[config.mk]
export PLATFORM = sky130hd
export DESIGN_NAME = alu_board_seq
export DESIGN_NICKNAME = d
export VERILOG_FILES = /design/src/rtl/alu_board_seq.sv
export SDC_FILE = /design/constraint.sdc
export NUM_CORES = 1
export LEC_CHECK = 0
export CORE_MARGIN = 1
export CORE_UTILIZATION = 48
export CTS_CLUSTER_DIAMETER = 40
export DETAILED_ROUTE_END_ITERATION = 10
export MAX_ROUTING_LAYER = met4
export PLACE_DENSITY = 0.9
export SKIP_CTS_REPAIR_TIMING = 1
export SYNTH_ARGS = -nofsm -noshare
export SYNTH_HDL_FRONTEND = slang
export SYNTH_SLANG_ARGS = --single-unit
export TNS_END_PERCENT = 20
[constraint.sdc]
create_clock -name clk -period 2.5 [get_ports clk]
set_clock_uncertainty 0.15 [all_clocks]
set_input_delay 0.25 -clock clk [delete_from_list [all_inputs] [get_ports clk]]
set_output_delay 0.25 -clock clk [all_outputs]
set_load 0.05 [all_outputs]
[src/rtl/alu_board_seq.sv]
// Board-level operand sequencer for the ALU lab: debounced buttons step through A, B and control-word
// loads, then capture the clocked ALU result. Optional result history ring buffer when HIST_EN is defined.
module alu_board_seq #(
  parameter int DATA_W     = 32,
  parameter int DEB_CYCLES = 16,
  parameter int RES_LAT    = 2,
  parameter int HIST_DEPTH = 4
) (
  input  logic              clk,
  input  logic              rst_n,
  input  logic [DATA_W-1:0] sw,
  input  logic              btn_step,
  input  logic              btn_arm,
  input  logic              btn_back,
  input  logic              btn_hist,
  input  logic [DATA_W-1:0] alu_f,
  input  logic [3:0]        alu_nzcv,
  output logic [DATA_W-1:0] alu_a,
  output logic [DATA_W-1:0] alu_b,
  output logic [3:0]        alu_op,
  output logic              alu_cf,
  output logic              alu_vf,
  output logic              alu_shc,
  output logic [DATA_W-1:0] disp_data,
  output logic [3:0]        led_nzcv,
  output logic [1:0]        step_cnt,
  output logic              busy
);

  localparam int DCW = $clog2(DEB_CYCLES);
  localparam int WCW = $clog2(RES_LAT + 1);

  typedef enum logic [1:0] {S_A = 2'd0, S_B = 2'd1, S_OP = 2'd2, S_RES = 2'd3} state_t;

`ifdef HIST_EN
  localparam int NBTN = 4;
  logic [NBTN-1:0] raw;
  assign raw = {btn_hist, btn_back, btn_arm, btn_step};
`else
  localparam int NBTN = 3;
  logic [NBTN-1:0] raw;
  logic            unused_hist;
  assign raw         = {btn_back, btn_arm, btn_step};
  assign unused_hist = btn_hist ^ HIST_DEPTH[0];
`endif

  logic [NBTN-1:0] sync_1, sync_2, deb, deb_q;
  logic [DCW-1:0]  deb_cnt [NBTN];

  // NOTE: sequential state is written only with non-blocking assignments so every
  // register samples the pre-edge value of its neighbours, regardless of block order.
  always_ff @(posedge clk or negedge rst_n) begin
    if (!rst_n) begin
      sync_1 <= '0;
      sync_2 <= '0;
      deb    <= '0;
      deb_q  <= '0;
      for (int i = 0; i < NBTN; i++) deb_cnt[i] <= '0;
    end else begin
      sync_1 <= raw;
      sync_2 <= sync_1;
      deb_q  <= deb;
      // A level change is accepted only after DEB_CYCLES consecutive differing samples.
      for (int i = 0; i < NBTN; i++) begin
        if (sync_2[i] == deb[i]) begin
          deb_cnt[i] <= '0;
        end else if (deb_cnt[i] == DCW'(DEB_CYCLES - 1)) begin
          deb[i]     <= sync_2[i];
          deb_cnt[i] <= '0;
        end else begin
          deb_cnt[i] <= deb_cnt[i] + 1'b1;
        end
      end
    end
  end

  logic step_p, back_p, arm, unused_arm_q;
  assign step_p       = deb[0] & ~deb_q[0];
  assign arm          = deb[1];
  assign back_p       = deb[2] & ~deb_q[2];
  assign unused_arm_q = deb_q[1];

  state_t         state;
  logic [WCW-1:0] wcnt;
  logic           capture;
  assign capture  = busy && (wcnt == '0);
  assign step_cnt = state;

`ifdef HIST_EN
  localparam int HAW = $clog2(HIST_DEPTH);
  logic              hist_p;
  logic [DATA_W+3:0] hist_mem [HIST_DEPTH];
  logic [HAW-1:0]    wr_ptr, rd_off, rd_next, rd_sel;
  logic [HAW:0]      valid_cnt;

  assign hist_p  = deb[3] & ~deb_q[3];
  // rd_off counts back from the newest entry; it wraps after the oldest valid one.
  assign rd_next = ({1'b0, rd_off} == valid_cnt - 1'b1) ? '0 : rd_off + 1'b1;
  assign rd_sel  = wr_ptr - 1'b1 - rd_next;

  // NOTE: the history storage has no reset; valid_cnt alone decides which entries are readable.
  always_ff @(posedge clk) begin
    if (capture) hist_mem[wr_ptr] <= {alu_nzcv, alu_f};
  end
`endif

  always_ff @(posedge clk or negedge rst_n) begin
    if (!rst_n) begin
      state     <= S_A;
      alu_a     <= '0;
      alu_b     <= '0;
      alu_op    <= '0;
      alu_cf    <= 1'b0;
      alu_vf    <= 1'b0;
      alu_shc   <= 1'b0;
      disp_data <= '0;
      led_nzcv  <= '0;
      busy      <= 1'b0;
      wcnt      <= '0;
`ifdef HIST_EN
      wr_ptr    <= '0;
      rd_off    <= '0;
      valid_cnt <= '0;
`endif
    end else if (busy) begin
      // Buttons are ignored until the result has been captured.
      if (capture) begin
        disp_data <= alu_f;
        led_nzcv  <= alu_nzcv;
        busy      <= 1'b0;
`ifdef HIST_EN
        wr_ptr    <= wr_ptr + 1'b1;
        rd_off    <= '0;
        if (valid_cnt != (HAW + 1)'(HIST_DEPTH)) valid_cnt <= valid_cnt + 1'b1;
`endif
      end else begin
        wcnt <= wcnt - 1'b1;
      end
    end else if (back_p) begin
      case (state)
        S_B:     state <= S_A;
        S_OP:    state <= S_B;
        S_RES:   state <= S_OP;
        default: state <= S_A;
      endcase
    end else if (step_p && arm) begin
      case (state)
        S_B: begin
          alu_b     <= sw;
          disp_data <= sw;
          state     <= S_OP;
        end
        S_OP: begin
          alu_op  <= sw[6:3];
          alu_cf  <= sw[2];
          alu_vf  <= sw[1];
          alu_shc <= sw[0];
          busy    <= 1'b1;
          wcnt    <= WCW'(RES_LAT);
          state   <= S_RES;
        end
        default: begin
          alu_a     <= sw;
          disp_data <= sw;
          state     <= S_B;
        end
      endcase
    end
`ifdef HIST_EN
    else if (hist_p && state == S_RES) begin
      rd_off                <= rd_next;
      {led_nzcv, disp_data} <= hist_mem[rd_sel];
    end
`endif
  end

endmodule

* Yosys cells after proc, flatten, opt, wreduce, memory -nomap -nowiden
Cells that the tools add are included.
** Operators by class
- $add $sub $neg :: 4
- Eq/ne operators :: 13
- Mux-type cells :: 25
- Bitwise logic cells :: 10
- Reduce and logical (&&, ||, !) cells :: 17
** Operators with widths (count)
- two-way mux 32 bit :: 5
- two-way mux 4 bit :: 6
- AND reduction 4 bit :: 5
- two-way mux 2 bit :: 7
- adder 4 x 1 -> 4 bit, second input constant :: 3
- equality test 4 bit, second input constant :: 3
- AND reduction 2 bit :: 5
- NOT 1 bit :: 8
- one-hot mux 2 bit (2 select lines) :: 2
- inequality test 2 bit, second input constant :: 3
- nonzero test 2 bit :: 3
- two-way mux 1 bit :: 5
- equality test 2 bit, second input constant :: 2
- equality test 1 bit :: 3
- bitwise AND 1 bit :: 2
- equality test 2 x 1 -> 1 bit, second input constant :: 1
- logical AND 1 bit :: 2
- logical NOT 2 bit :: 1
- inequality test 2 x 1 -> 1 bit, second input constant :: 1
- OR reduction 2 bit :: 1
- subtractor 2 x 1 -> 2 bit, second input constant :: 1
** Word-level totals
- Register bits :: 136
- Input bits :: 74

* Depth between registers and ports, before layout
Gate-level depths: netlist (run 1).
- Depth after elaboration :: 6
- Depth in mapped cells :: 7

* Worst setup path after synthesis (run 1)
OpenSTA, ideal clock, no wires.
- Path type :: register to register
- Start :: register state[0] (netlist: step_cnt[0])
- End :: register disp_data[1]
- Data arrival time :: 2.111 ns
- Data required time :: 2.226 ns
- Setup slack :: 0.115 ns
- Cell stages (with the launch flop) :: 8
- Path buffers :: 2
- Period minus slack after synthesis :: 2.385 ns
- Cells stage by stage :: dfrtp_1 -> inv_1 -> ha_1 -> nand3b_2 -> or3_1 -> clkbuf_1 -> buf_2 -> a211o_1
** Between the ends
- Word-level cells in the longest chain between the ends :: 3
** RTL lines
- start, declared :: line 83 : state_t state;
- start signal, assigned :: line 109 : state <= S_A;
- start signal, assigned :: line 141 : S_B: state <= S_A;
- start signal, assigned :: line 142 : S_OP: state <= S_B;
- equality test 2 bit :: line 147 : case (state)
- inequality test 2 bit (no line)
- AND reduction 4 bit (no line)
- end signal, assigned :: line 128 : disp_data <= alu_f;
- end signal, assigned :: line 150 : disp_data <= sw;
- end signal, assigned :: line 164 : disp_data <= sw;
- end, declared :: line 24 : output logic [DATA_W-1:0] disp_data,
No other way between the ends.
A chain may end at the register's enable or synchronous reset.

* Worst setup path after layout (run 1)
- Start :: register busy
- End :: output busy
** RTL lines
- start, declared :: line 27 : output logic busy
- start signal, assigned :: line 118 : busy <= 1'b0;
- start signal, assigned :: line 130 : busy <= 1'b0;
- start signal, assigned :: line 158 : busy <= 1'b1;
No word-level cell between the ends.

==> results of run 1 <==
[worst paths after layout]
path	startpoint	to	depth (start not counted)
max	busy	busy	1
min	btn_arm	sync_1[1]	1
max reg2reg	step_cnt[0]	alu_a[24]	6
min reg2reg	sync_1[0]	sync_2[0]	0
max in group asynchronous	rst_n	alu_b[12]	3
min in group asynchronous	rst_n	sync_1[1]	2
[layer usage]
| layer | vias up | wire (um) |
|---|---|---|
| met1 | 2426 | 6840 |
| met3 | 23 | 959 |
| met4 | 0 | 297 |
| met5 | - | 0 |
| li1 | 2137 | - |
| met2 | 157 | 8590 |
[cells by family after synthesis]
family | Yosys count | synth area share
AOI/OAI and AO/OA | 78 | 0.104
xor gates and xnor gates | 7 | 0.00991
adders and majority gates | 8 | 0.0162
buffers and inverters | 46 | 0.0378
DFF | 135 | 0.546
muxes | 78 | 0.142
and+or+nand+nor | 133 | 0.144
[through the flow]
step	setup slack (ps)	total power, mW	utilization	hold slack, ps
3_5_place_dp	299	2.74	0.651	125
4_1_cts	73.5	5.69	0.707	-322
3_3_place_gp	403	2.72	0.651	114
6_report	89.5	5.66	0.708	118
5_1_grt	42.9	5.83	0.708	109
2_1_floorplan	115	2.48	-	-196
[cell usage in the layout, fill, tap and decap left out, drive strengths merged]
cell type	count
dlygate4sd3	1
a22o	32
or3	1
clkinv	1
dfrtp	135
nor4	35
nand3	6
nor3	5
or2	1
nand3b	1
nor2	3
nand4b	3
nand2b	33
xnor2	7
a211o	32
and2b	8
o31ai	1
clkbuf	24
ha	8
o31a	1
mux2	78
a21oi	6
inv	7
o21ai	4
nor3b	3
bufinv	7
nand2	1
buf	19
and2	1
clkdlybuf4s50	181
nor2b	31
a2111oi	2
and3b	1
[report_power, final]
group          switching, mW  internal (mW)
clock                  0.903           2.05
combinational          0.231          0.206
sequential            0.0389           2.23
total                   1.17           4.49
[registers in the layout, summed over array words and instances (netlist names), 2 cells and up]
register,count
alu_b,32
deb,3
sync_2,3
deb_cnt,12
wcnt,2
step_cnt,2
sync_1,3
alu_a,32
alu_op,4
disp_data,32
led_nzcv,4
deb_q,2
[area by class of cell]
| type | instances | area [um^2] | share of cell area |
|---|---|---|---|
| clock buffer | 24 | 482 | 0.0542 |
| clock inverter | 8 | 215 | 0.0242 |
| inverter | 7 | 26.3 | 0.00295 |
| multi-input combinational | 304 | 2580 | 0.290 |
| sequential | 135 | 3380 | 0.380 |
| tap | 172 | 215 | 0.0242 |
| timing repair buffer | 201 | 1990 | 0.224 |
==> results.ini, run 1 <==
[die]
die_y_um = 116
pin_count = 184
core_area_um2 = 12600
rows = 41
start_util = 0.492
die-area_um2 = 13300
die_w_um = 116

[layout]
drive_above_1_share = 0.193
area_growth_pct = 43.8
fin_cells = 851
final_area_um2 = 8890
n_fill_cell = 868
nNetsFinal = 748
antenna_cells = 0

[drt]
drt_wl_total_um = 16700
drcViolationCount = 0
viasPerCell = 5.57
routedWlPerCell_um = 19.6
ant_nets = 0
drtIter0Drc = 263
vias = 4743
first_pass_iters = 4

[global_route]
grt_pass1_vias = 5042
met3_usage = 0.0717
grt_util_all_layers = 0.269
grt-busiest-layer = met2
grt_pass1_wl_um = 26300
antenna_found_initial = 0
grt_max_degree = 65
gr-usage-met1 = 0.313
grt_remaining_overflow = 0
grt_util_met2 = 0.446

[logic_synthesis]
synth-seq-cells = 135
avgSynthCellArea_um2 = 12.8
synth_warnings = 0
synth_area_leader_cell = dfrtp_1
synth_edf_count = 0
synth.most_common_cell = dfrtp_1
yosysTopAreaCellShare = 0.546
seq_area_frac_synth = 0.546
postSynthNetCount = 567
synthDistinctLibCells = 35
async_flop_share = 1.00
syn-cell-area_um2 = 6190
synthTopCellsByArea = dfrtp_1 55%, mux2_2 14%, a211o_1 4.5%
synth-main-ff-cell = dfrtp_1
synthTopCellsByCount = 135 x dfrtp_1, 75 x mux2_2, 33 x nand2b_1
synthCells = 485

[worst_setup_path]
crit_slowest_cell = clkdlybuf4s50_1
r2r_slack_ps = 280
cp.buffers_inverters = 1
slowest_delay_ps = 900
crit_required_ps = 2100
critPathMaxFanout = 23
critPathCaptureType = primary output
cp_cell_sequence = clkdlybuf4s50_1
arrival_ps = 2010
critPathKind = reg -> out
crit_family = buffers and inverters
worstSetupStartpointType = flop

[place]
gp_congestion = 0.765
placed_cells = 818
dp.final_hpwl_um = 11400
port_buffers = 182
dpl_cell_area_um2 = 8190

[clock_network]
cts.clk_slew.worst_paths_ps = 60
cts.root.buffer_cell = clkbuf_16
cts_sinks = 135
cts_buffer_depth = 2
cts_tree = done
htree_levels = 4
cts_buffers = 17
clkLatencyLatePin_ps = 420

[power_and_ir_drop]
power_leakage_nw = 4.03
powerDensity_nw_per_um2 = 636
max-vdd-ir-drop_v = 0.000520

[flow_run]
maxCapViolations = 0

[timing]
worst_pin_slew_ps = 611
fin_crit_ps = 2410
fmax_ghz = 0.415
tns_ps = 0
rsz0062_at_grt = false
drv_slew = 0
setup_violations = 0
min_period_over_period = 0.964
hold_violations = 0
relSlewSlack = 0.593

[min_path]
hold_class = in -> reg

[outcome]
status = finished, final reports clean

No activity file was read; power rests on OpenSTA's default activity.
==> run 2, diff against run 1 <==
--- a/config.mk
+++ b/config.mk
@@ -8,6 +8,7 @@
 export CORE_MARGIN = 1
 export CORE_UTILIZATION = 48
 export CTS_CLUSTER_DIAMETER = 40
+export CTS_CLUSTER_SIZE = 25
 export DETAILED_ROUTE_END_ITERATION = 10
 export MAX_ROUTING_LAYER = met4
 export PLACE_DENSITY = 0.9
==> constraint.sdc (replaced) <==
create_clock -name clk -period 2.5 [get_ports clk]
set_clock_uncertainty 0.15 [all_clocks]
set_input_delay 0.25 -clock clk [delete_from_list [all_inputs] [get_ports clk]]
set_output_delay 0.25 -clock clk [all_outputs]
set_load 0.02 [all_outputs]
==> run 2 against run 1 <==
Compared with the run above: worst hold slack got worse by 1.4 ps; die area did not move; via count down 0.38%; final cell count shrank 0.24%; clock-buffer cell count fell by 4; maximum frequency is 5.6% higher; sequential power hardly changed; setup slack better by 130 ps; cell area decreased by 1.6%; clock power shrank 18%; global-route usage increased by 0.29 points; largest cell class unchanged.
==> results.ini, run 2 (synthesized netlist as in run 1, its figures left out) <==
[outcome]
status = finished, final reports clean

[timing]
drv_slew = 0  ; unchanged
rsz0062_at_grt = false
hold_violations = 0  ; unchanged
min_period_over_period = 0.913  ; -0.0512
relSlewSlack = 0.432  ; -0.160
worst_slack_ps = 217  ; +128 ps
fin_crit_ps = 2280  ; -128 ps
worst_pin_slew_ps = 850  ; +239 ps
tns_ps = 0  ; unchanged
setup_violations = 0  ; unchanged
fmax_ghz = 0.438  ; +5.6%

[clock_network]
cts_sinks = 135  ; unchanged
cts_tree = done
cts_buffers = 17  ; unchanged
clkLatencyLatePin_ps = 420  ; about the same
cts_buffer_depth = 2  ; unchanged
cts.root.buffer_cell = clkbuf_16
cts.clk_slew.worst_paths_ps = 60  ; about the same
htree_levels = 4  ; unchanged

[worst_setup_path]
reg2reg_depth = 6  ; unchanged
critPathMaxFanout = 16  ; -30%
r2r_start = step_cnt[0]
r2r-end = disp_data[14]
arrival_ps = 1880  ; -130 ps
cp_cell_sequence = buf_4, clkdlybuf4s50_1
crit_required_ps = 2100  ; about the same
r2r_slack_ps = 350  ; +70 ps
crit_family = buffers and inverters
slowest_delay_ps = 640  ; -260 ps
cp.buffers_inverters = 2  ; +1
critPathKind = reg -> out
crit_slowest_cell = clkdlybuf4s50_1
critPathCaptureType = primary output
worstSetupStartpointType = flop

[layout]
nNetsFinal = 746  ; -0.27%
n_fill_cell = 890  ; +2.5%
final_common_cell = clkdlybuf4s50_1
layout_common_cells = 181 x clkdlybuf4s50_1, 133 x dfrtp_1, 75 x mux2_2
final-seq-area_um2 = 3380  ; unchanged
top_regs = alu_a x32, alu_b x32, disp_data x32
antenna_cells = 0  ; unchanged
drive_above_1_share = 0.195  ; +0.00205
area_growth_pct = 41.5
multi_input_area_um2 = 2580  ; unchanged

[power_and_ir_drop]
p_sw_mw = 1.13  ; -3.7%
seqPwrFrac = 0.447  ; +0.046
powerDensity_nw_per_um2 = 580  ; -8.8%
p_sw_frac = 0.222  ; +0.0152
max-vdd-ir-drop_v = 0.000514  ; -1.2%
comb_power_share = 0.074  ; -0.003
p_int_mw = 3.95  ; -12%
power_leakage_nw = 3.96  ; -1.8%
power_frac_clock = 0.479  ; -0.043

[die]
die-area_um2 = 13300  ; unchanged
die_y_um = 116  ; unchanged
core_area_um2 = 12600  ; unchanged
rows = 41  ; unchanged
die_w_um = 116  ; unchanged
pin_count = 184  ; unchanged
start_util = 0.492  ; unchanged

[place]
gp_congestion = 0.798  ; +4.3%
place_ws_ps = 357  ; +58.0 ps
dp.final_hpwl_um = 11400  ; +0.26%
port_buffers = 182  ; unchanged

[global_route]
grt_max_degree = 67  ; +3.1%
grt_util_all_layers = 0.272  ; +0.00289
antenna_found_initial = 0  ; unchanged
grt_remaining_overflow = 0  ; unchanged
grt_pass1_wl_um = 26300  ; about the same
grt_pass1_vias = 5178  ; +2.7%

[min_path]
min_to = sync_1[1]
min_from = btn_arm
hold_class = in -> reg
min_delay_path_depth = 1  ; unchanged

[drt]
first_pass_iters = 4  ; unchanged
viasPerCell = 5.57  ; -0.14%
drtIter0Drc = 240  ; -8.7%
routedWlPerCell_um = 19.7  ; +0.45%
drt_wl_total_um = 16700  ; +0.21%
drcViolationCount = 0  ; unchanged
ant_nets = 0  ; unchanged
vias = 4725  ; -0.38%

[flow_run]
maxCapViolations = 0  ; unchanged

==> run 2: how the worst max path moves through the flow <==
stage / to / cells past startpoint / start / slack (ps)
2_1_floorplan: disp_data[1] / 7 / step_cnt[0] / 340
3_3_place_gp: alu_a[28] / 6 / step_cnt[0] / 470
3_5_place_dp: alu_a[28] / 6 / step_cnt[0] / 360
4_1_cts: busy / 2 / busy / 210
5_1_grt: busy / 2 / busy / 160
6_report: busy / 2 / busy / 220
==> run 2: power by group through the flow <==
stage,logic (mW),registers [mW],clock network (mW)
6_report,0.375,2.27,2.43
3_5_place_dp,0.374,2.31,0
4_1_cts,0.378,2.27,2.47
5_1_grt,0.406,2.27,2.56
2_1_floorplan,0.0817,2.33,0
3_3_place_gp,0.360,2.30,0
==> run 2: worst register-to-register path: cells and delay by family, from the launching register on <==
kind | cells | cell delay, ps
buf+inv | 2 | 380
fa+ha+maj | 1 | 220
flops | 1 | 420
simple gates | 2 | 530
compound gates | 1 | 330
==> run 2: final cells by class <==
cell class	count	area share
clock buffer	20	0.0522
clock inverter	12	0.0146
inverter	7	0.00300
multi-input combinational	304	0.295
sequential	135	0.386
tap	172	0.0246
timing repair buffer	199	0.225
==> run 2: metrics by stage <==
step           std cells  instance area (um^2)  power (mW)  hold slack, ps  utilization
6_report             849                  8750        5.08             116        0.696
5_1_grt              849                  8750        5.24             119        0.696
4_1_cts              848                  8740        5.11            -304        0.696
3_5_place_dp         816                  8160        2.68             141        0.649
3_3_place_gp         816                  8160        2.66             137        0.649
2_1_floorplan        485                  6190        2.41            -196            -
==> run 2: routing by layer <==
layer,vias to the layer above,share of wire,wire length [um],track usage
met1,2390,0.40,6740,0.300
met2,171,0.52,8740,0.473
li1,2127,-,-,-
met3,37,0.047,783,0.0633
met4,0,0.028,461,0.114
met5,-,0,0,-
==> run 3, diff against run 2 <==
--- a/config.mk
+++ b/config.mk
@@ -5,13 +5,14 @@
 export SDC_FILE = /design/constraint.sdc
 export NUM_CORES = 1
 export LEC_CHECK = 0
+export CORE_ASPECT_RATIO = 1.5
 export CORE_MARGIN = 1
-export CORE_UTILIZATION = 48
+export CORE_UTILIZATION = 40
 export CTS_CLUSTER_DIAMETER = 40
 export CTS_CLUSTER_SIZE = 25
 export DETAILED_ROUTE_END_ITERATION = 10
 export MAX_ROUTING_LAYER = met4
-export PLACE_DENSITY = 0.9
+export PLACE_DENSITY = 0.81
 export SKIP_CTS_REPAIR_TIMING = 1
 export SYNTH_ARGS = -nofsm -noshare
 export SYNTH_HDL_FRONTEND = slang
==> constraint.sdc (replaced) <==
create_clock -name clk -period 2 [get_ports clk]
set_clock_uncertainty 0.15 [all_clocks]
set_input_delay 0.2 -clock clk [delete_from_list [all_inputs] [get_ports clk]]
set_output_delay 0.2 -clock clk [all_outputs]
set_load 0.02 [all_outputs]
==> run 3 against run 2 <==
Compared with the run above: clock-buffer cell count down 1; setup slack got worse by 160 ps; final cell count up 4.0%; critical path type is now reg -> reg; highest routed layer unchanged.
==> results.ini, run 3 (synthesized netlist as in run 1, its figures left out) <==
[global_route]
grt_pass1_wl_um = 27100  ; +3.2%
grt_pass1_vias = 5286  ; +2.1%
antenna_found_initial = 0  ; unchanged
grt_remaining_overflow = 0  ; unchanged
grt_max_degree = 48  ; -28%
grt_util_all_layers = 0.223  ; -0.0493

[die]
die-area_um2 = 16000  ; +20%
core_area_um2 = 15100  ; +20%
die_w_um = 104  ; -10%
die_y_um = 154  ; +34%
start_util = 0.410  ; -0.0817
rows = 55  ; +34%
pin_count = 184  ; unchanged

[place]
gp_congestion = 0.848  ; +6.2%
port_buffers = 182  ; unchanged
dpl_cell_area_um2 = 8290  ; +1.6%
dp.final_hpwl_um = 11900  ; +4.1%

[clock_network]
htree_levels = 4  ; unchanged
cts_buffer_depth = 2  ; unchanged
cts_sinks = 135  ; unchanged
clkLatencyLatePin_ps = 400  ; -20 ps
cts_buffers = 17  ; unchanged
cts.clk_slew.worst_paths_ps = 60  ; about the same
cts_tree = done
cts.root.buffer_cell = clkbuf_16

[power_and_ir_drop]
max-vdd-ir-drop_v = 0.000503  ; -2.1%
powerDensity_nw_per_um2 = 711  ; +23%
power_leakage_nw = 4.06  ; +2.6%

[worst_setup_path]
arrival_ps = 2080  ; +200 ps
cp.buffers_inverters = 1  ; -1
cp_cell_sequence = ha_1, nand3_2, nor4_4, buf_4, mux2_2
r2r_slack_ps = 60  ; -290 ps
crit_required_ps = 2140  ; +40 ps
crit_path_start = step_cnt[1]
crit_family = flip-flops
r2r-end = alu_a[24]
critPathKind = reg -> reg
worstSetupStartpointType = flop
critPathCaptureType = flop
critPathMaxFanout = 11  ; -5
crit_slowest_cell = dfrtp_1
reg2reg_depth = 5  ; -1
r2r_start = step_cnt[1]
slowest_delay_ps = 420  ; -220 ps

[timing]
rsz0062_at_grt = true
fin_crit_ps = 1940
fmax_ghz = 0.515
holdWs_ps = 92.1  ; -24.2 ps
relSlewSlack = 0.610  ; +0.178
hold_violations = 0  ; unchanged
worst_pin_slew_ps = 583  ; -267 ps
setup_violations = 0  ; unchanged
drv_slew = 0  ; unchanged
min_period_over_period = 0.972

[drt]
routedWlPerCell_um = 19.2  ; -2.7%
first_pass_iters = 4  ; unchanged
drcViolationCount = 0  ; unchanged
drtIter0Drc = 167  ; -30%
viasPerCell = 5.41  ; -2.9%
drt_wl_total_um = 16900  ; +1.2%
vias = 4774  ; +1.0%
ant_nets = 0  ; unchanged

[layout]
antenna_cells = 0  ; unchanged
layout_common_cells = 180 x clkdlybuf4s50_1, 132 x dfrtp_1, 75 x mux2_2
area_growth_pct = 44.0
drive_above_1_share = 0.208  ; +0.0126
top_regs = alu_a x32, alu_b x32, disp_data x32
final_common_cell = clkdlybuf4s50_1
utilization = 0.591  ; -0.106
final_area_um2 = 8910  ; +1.7%
nNetsFinal = 755  ; +1.2%

[outcome]
status = finished, final reports clean

[flow_run]
maxCapViolations = 0  ; unchanged

[min_path]
hold_class = in -> reg
min_to = sync_1[2]
min_delay_path_depth = 1  ; unchanged
min_from = btn_back

==> run 3: changes by cell type in the layout (fill, tap and decap cells not counted), moves of 2 or more <==
cell	previous run	this run
buf_12	1	3
buf_4	15	19
buf_6	1	3
clkinv_2	4	2
==> run 3: worst max path at each step <==
stage	slack, ps	cells past startpoint	to
after CTS	-10	1	busy
final	60	5	alu_a[24]
after detailed placement	10	5	disp_data[7]
after global routing	-30	5	alu_a[24]
after floorplan	-40	5	alu_a[10]
after global placement	60	5	alu_a[12]
==> run 3: stage by stage <==
step | power, mW | TNS (ps) | cells | setup slack (ps)
finish | 6.33 | 0 | 883 | 56.6
global route | 6.55 | -169 | 883 | -27.9
CTS | 6.40 | -13.5 | 881 | -13.5
detailed placement | 3.36 | 0 | 851 | 12.4
global placement | 3.33 | 0 | 851 | 55.5
floorplan | 3.02 | -615 | 485 | -36.1
==> run 3: cell type report <==
type	instances	area (um^2)
clock buffers	19	453
clock inverters	11	126
fillers	1200	6160
inverters	7	26.3
multi-input cells	305	2610
flip-flops and latches	135	3380
well taps	199	249
repair buffers	207	2060
==> run 3: report_power, final <==
group          leakage (nW)  total, mW  internal [mW]  switching, mW
registers              1.79       2.83           2.79         0.0456
clock network         0.273       3.02           1.89           1.13
logic                  2.00      0.476          0.263          0.212
==> run 3: layer usage <==
layer  up-vias  track usage  wire, um
met3        43       0.0383       674
met1      2405        0.238      6540
met2       173        0.393      8970
met4         0        0.119       737
met5         -            -         0
li1       2153            -         -
